### src/rtl/fb_write_arbiter.sv
// Write-port arbiter for the HDMI pattern frame buffer: shares one buffer write port between
// two requesters and schedules the buffer-swap toggle inside vertical sync.
module fb_write_arbiter #(
    parameter int unsigned ADDR_W    = 16,
    parameter int unsigned DATA_W    = 24,
    parameter int unsigned BURST_MAX = 16
) (
    input  logic              clk_150,
    input  logic              reset_n,
    input  logic              vsync,
    input  logic              req0_valid,
    input  logic [ADDR_W-1:0] req0_addr,
    input  logic [DATA_W-1:0] req0_data,
    output logic              req0_ready,
    input  logic              req1_valid,
    input  logic [ADDR_W-1:0] req1_addr,
    input  logic [DATA_W-1:0] req1_data,
    output logic              req1_ready,
    input  logic              swap_req,
    output logic              swap_busy,
    output logic              swap_done,
    output logic              web,
    output logic [ADDR_W-1:0] addr_in,
    output logic [DATA_W-1:0] dinb,
    output logic              toggle,
    output logic [15:0]       frame_cnt
);

    typedef enum logic [2:0] {
        StIdle,
        StOwn0,
        StOwn1,
        StSwapWait,
        StSwapFire
    } state_e;

    localparam logic [7:0] BurstLast = 8'(BURST_MAX - 1);

    state_e            state_q, state_d;
    logic [7:0]        burst_q, burst_d;
    logic              last_q, last_d;
    logic              pend_q, pend_d;
    logic              toggle_q, toggle_d;
    logic [15:0]       frame_q, frame_d;
    logic              vsync_q;
    logic              web_q;
    logic [ADDR_W-1:0] addr_q;
    logic [DATA_W-1:0] data_q;

    logic own_valid, oth_valid, vsync_rise, hs0, hs1;

    assign vsync_rise = vsync & ~vsync_q;
    assign hs0        = req0_valid && (state_q == StOwn0);
    assign hs1        = req1_valid && (state_q == StOwn1);
    assign own_valid  = (state_q == StOwn0) ? req0_valid : req1_valid;
    assign oth_valid  = (state_q == StOwn0) ? req1_valid : req0_valid;

    always_comb begin
        state_d  = state_q;
        burst_d  = burst_q;
        last_d   = last_q;
        pend_d   = pend_q;
        toggle_d = 1'b0;
        frame_d  = frame_q;
        unique case (state_q)
            StIdle, StOwn0, StOwn1: begin
                if (swap_req || pend_q) begin
                    state_d = StSwapWait;
                    pend_d  = 1'b1;
                end else if (state_q == StIdle) begin
                    // last_q == 1 means requester 1 was served last, so requester 0 wins a tie
                    if (req0_valid && (!req1_valid || last_q)) begin
                        state_d = StOwn0;
                        burst_d = '0;
                        last_d  = 1'b0;
                    end else if (req1_valid) begin
                        state_d = StOwn1;
                        burst_d = '0;
                        last_d  = 1'b1;
                    end
                end else if (own_valid && (!oth_valid || (burst_q < BurstLast))) begin
                    burst_d = (burst_q < BurstLast) ? burst_q + 8'd1 : burst_q;
                end else if (oth_valid) begin
                    state_d = (state_q == StOwn0) ? StOwn1 : StOwn0;
                    burst_d = '0;
                    last_d  = (state_q == StOwn0);
                end else if (own_valid) begin
                    burst_d = BurstLast;
                end else begin
                    state_d = StIdle;
                end
            end
            StSwapWait: begin
                if (vsync_rise) begin
                    state_d  = StSwapFire;
                    toggle_d = 1'b1;
                    pend_d   = 1'b0;
                    frame_d  = frame_q + 16'd1;
                end
            end
            StSwapFire: begin
                state_d = StIdle;
            end
            default: begin
                state_d = StIdle;
            end
        endcase
    end

    always_ff @(posedge clk_150) begin
        if (!reset_n) begin
            state_q  <= StIdle;
            burst_q  <= '0;
            last_q   <= 1'b1;
            pend_q   <= 1'b0;
            toggle_q <= 1'b0;
            frame_q  <= '0;
            vsync_q  <= 1'b0;
            web_q    <= 1'b0;
            addr_q   <= '0;
            data_q   <= '0;
        end else begin
            state_q  <= state_d;
            burst_q  <= burst_d;
            last_q   <= last_d;
            pend_q   <= pend_d;
            toggle_q <= toggle_d;
            frame_q  <= frame_d;
            vsync_q  <= vsync;
            web_q    <= hs0 | hs1;
            if (hs0) begin
                addr_q <= req0_addr;
                data_q <= req0_data;
            end else if (hs1) begin
                addr_q <= req1_addr;
                data_q <= req1_data;
            end
        end
    end

    assign req0_ready = (state_q == StOwn0);
    assign req1_ready = (state_q == StOwn1);
    assign swap_busy  = pend_q;
    assign swap_done  = toggle_q;
    assign toggle     = toggle_q;
    assign frame_cnt  = frame_q;
    assign web        = web_q;
    assign addr_in    = addr_q;
    assign dinb       = data_q;

endmodule

### config.mk
export PLATFORM = sky130hd
export DESIGN_NAME = fb_write_arbiter
export DESIGN_NICKNAME = d
export VERILOG_FILES = /design/src/rtl/fb_write_arbiter.sv
export SDC_FILE = /design/constraint.sdc
export NUM_CORES = 1
export LEC_CHECK = 0
export ABC_CLOCK_PERIOD_IN_PS = 2350
export CELL_PAD_IN_SITES_DETAIL_PLACEMENT = 2
export CELL_PAD_IN_SITES_GLOBAL_PLACEMENT = 2
export CORE_ASPECT_RATIO = 1.2
export CORE_MARGIN = 4
export CORE_UTILIZATION = 24
export CTS_CLUSTER_DIAMETER = 50
export DETAILED_ROUTE_END_ITERATION = 12
export GPL_TIMING_DRIVEN = 0
export PLACE_DENSITY_LB_ADDON = 0.1
export SYNTH_ARGS = -nofsm -noshare
export SYNTH_HDL_FRONTEND = slang
export SYNTH_SLANG_ARGS = --single-unit
### constraint.sdc
create_clock -name clk_150 -period 2.35 [get_ports clk_150]
set_input_delay 0.235 -clock clk_150 [delete_from_list [all_inputs] [get_ports clk_150]]
set_output_delay 0.235 -clock clk_150 [all_outputs]
set_load 0.02 [all_outputs]
==> out/results.ini <==
[timing]
drv_slew = 0
setup-violations-final = 0
timing.fmax_mhz = 461
min_period_ns = 2.17
period_share_pct = 92.4
setup_tns_ns = 0
rsz0062_at_grt = no
worst_slew_pin_slew_ns = 0.638
skew_ns = 0.00939
hold_viol_final = 0
maxSlewHeadroom_pct = 57.5
worst_hold_slack_ns = 0.245

[place]
gp_congestion = 0.768
io_buffers = 145
dp_hpwl_um = 9620

[clock_tree]
cts_root_buffer = clkbuf_16
numCtsBuffers = 9
post_cts_resized = 0
cts_setup_buffers = 0
cts_buffer_depth = 2
ctsHtreeMaxLevel = 3
clkTransAtPathRegs_ns = 0.06
cts_tree = built
cts-hold-fix-buffers = 0
cts.sinks = 72
insertion_delay_ns = 0.34

[power_and_ir_drop]
internal-power_w = 0.00261
power_switching_w = 0.00119
seqPwrFrac_pct = 37.5
p_clk_share_pct = 33.8
p_comb_share_pct = 28.7
power_density_mw_per_mm2 = 721
p_leak_nw = 1.87
vdd_drop_max_uv = 418
p_total_w = 0.00380
swShare_pct = 31.3

[synthesis]
synth-compound-area-share_pct = 17.4
synth.avg_cell_area_um2 = 9.23
netlist_top_cells_area = dfxtp_1 43%, mux2i_1 13%, a211oi_1 9.4%
synth_flop_cell = dfxtp_1
synth_area_mm2 = 0.00334
synth-seq-cells = 72
synth_top_area_cell = dfxtp_1
synth.top_cell.area_share_pct = 43.1
synth_top_family_by_area = simple AND/OR/NAND/NOR gates
yosysUniqueCellTypes = 50
synth-xor-area-share_pct = 3.14
syn_inst = 362
yosys.area_share.simple_pct = 18.5
synth_adder_area_share_pct = 0.749
seq_area_frac_synth_pct = 43.1
synth_mux_area_share_pct = 12.6
async_reset_ff_share_pct = 0
yosys_warnings = 0
synth_edf_count = 0
syn_nets = 450

[global_route]
grt_overflow = 0
antenna_found_initial = 0
grt_util_met2_pct = 28.2
grt_max_degree = 14
grt_pass1_vias = 3834
grt_pass1_wl_um = 20200
grt_use_met3_pct = 7.47
met1_usage_pct = 17.8
grt_most_used_layer = met2
grtUsageTotal_pct = 16.3

[cells_and_area]
diodes = 0
final_util_pct = 39.4
fin_nets = 606
drive_gt1_share_pct = 7.07
area_delta_synth_final_pct = 57.9

[die]
dieArea_mm2 = 0.0159
core_mm2 = 0.0134
num_rows = 46
initial_core_util_pct = 24.9
fp.dieW_um = 116
io_pins = 148
dieHeight_um = 137

[worst_setup_path]
start_kind = register
r2r_start = burst_q[0]$_SDFFE_PN0P_
endpoint_kind = primary output
cp_max_fo = 6
critical_path_required_ns = 2.12
critPathCapture = req0_ready
cp-startpoint = state_q[0]$_SDFFE_PN0P_
rr_worst_depth = 7
r2r_slack_ns = 0.36
critPathKind = register to primary output
worst_ep_arrival_time_ns = 1.94
timing.rr.end = state_q[0]$_SDFFE_PN0P_

[worst_hold_path]
min-delay-start = reset_n
hold_class = input pin to register

[route]
routed_wl_um = 12400
vias_per_cell = 4.86
drt-initial-drc-count = 68
drc = 0
via_count = 3355
drtAntennaViolNets = 0
dr.pass1.iters = 4
routedWlPerCell_um = 18.0

[job]
max-cap-violations = 0

[status]
status = completed

[registers in the layout, summed over array words and instances, names as in the netlist]
| name | cells |
|---|---|
| dinb | 24 |
| addr_in | 16 |
| frame_cnt | 16 |
| burst_q | 8 |
| state_q | 3 |
| last_q | 1 |
| swap_busy | 1 |
| swap_done | 1 |
| vsync_q | 1 |
| web | 1 |
[through the flow]
step                setup slack (ns)  cell area (um2)  instances
floorplan                      0.464             3340        362
global placement               0.144             5000        675
detailed placement            0.0731             5000        675
CTS                            0.158             5280        691
global route                  0.0554             5280        691
finish                         0.179             5280        691
[cells by family after synthesis]
group	Yosys count
flip-flops	72
adder cells (fa/ha/maj)	2
AND/OR/NAND/NOR	128
AO/OA/AOI/OAI	77
XOR/XNOR	12
buffers and inverters	29
multiplexers	42
[Yosys cell counts, types with 2 or more instances]
| library cell | n |
|---|---|
| a211oi_1 | 42 |
| a21oi_1 | 10 |
| a41oi_1 | 2 |
| and2_1 | 3 |
| and3_1 | 6 |
| buf_2 | 5 |
| buf_6 | 3 |
| clkbuf_1 | 16 |
| dfxtp_1 | 72 |
| ha_1 | 2 |
| inv_1 | 3 |
| mux2i_1 | 42 |
| nand2_1 | 22 |
| nand2b_1 | 3 |
| nand3_1 | 3 |
| nand4_1 | 5 |
| nor2_1 | 59 |
| nor2b_1 | 2 |
| nor3_1 | 7 |
| nor3b_1 | 3 |
| o21ai_0 | 9 |
| o22ai_1 | 2 |
| or2_2 | 2 |
| or3_1 | 3 |
| xnor2_1 | 7 |
| xor2_1 | 5 |
[per-layer routing]
| layer | wire (um) | share of wire, % | up-vias |
|---|---|---|---|
| met1 | 4830 | 39 | 1634 |
| met5 | 0 | 0 | - |
| met2 | 6260 | 50 | 102 |
| li1 | - | - | 1609 |
| met3 | 1150 | 9.3 | 10 |
| met4 | 176 | 1.4 | 0 |
[worst max-delay path, cell delays in order (launching register included)]
cell	delay, ns
dfxtp_1	0.43
inv_1	0.18
nor3_1	0.33
clkdlybuf4s50_1	0.67
[how the worst min path moves through the flow]
| stage | to | slack (ns) | depth (start not counted) |
|---|---|---|---|
| 3_3_place_gp | burst_q[7]$_SDFFE_PN0P_ | 0.46 | 1 |
| 4_1_cts | last_q$_SDFFE_PN1P_ | 0.25 | 2 |
| 6_report | last_q$_SDFFE_PN1P_ | 0.24 | 2 |
| 3_5_place_dp | burst_q[7]$_SDFFE_PN0P_ | 0.48 | 1 |
| 2_1_floorplan | vsync_q$_SDFF_PN0_ | 0.36 | 1 |
| 5_1_grt | last_q$_SDFFE_PN1P_ | 0.28 | 2 |
[placed cells by master (no fill, tap or decap), types with 6 or more instances in the layout]
| cell type | instances |
|---|---|
| nor2_1 | 59 |
| clkbuf_16 | 9 |
| nor3_1 | 7 |
| xnor2_1 | 7 |
| o21ai_0 | 9 |
| dfxtp_1 | 72 |
| a21oi_1 | 10 |
| clkdlybuf4s50_1 | 145 |
| mux2i_1 | 42 |
| clkbuf_1 | 17 |
| and3_1 | 6 |
| nand2_1 | 22 |
| a211oi_1 | 42 |
[power groups by stage]
stage	sequential (W)	combinational [W]	clock (W)
3_5_place_dp	0.00145	0.00111	0
3_3_place_gp	0.00145	0.00109	0
6_report	0.00143	0.00109	0.00128
5_1_grt	0.00144	0.00119	0.00140
4_1_cts	0.00143	0.00112	0.00134
2_1_floorplan	0.00157	0.000454	0
[final cells by class]
| class | instances | area [um2] |
|---|---|---|
| Fill cell | 1496 | 8130 |
| Multi-Input combinational cell | 261 | 1750 |
| Timing Repair Buffer | 145 | 1450 |
| Sequential cell | 72 | 1440 |
| Clock buffer | 10 | 229 |
| Tap cell | 168 | 210 |
| Buffer | 26 | 140 |
| Clock inverter | 6 | 45.0 |
| Inverter | 3 | 11.3 |
No activity file was read; power rests on OpenSTA's default activity.
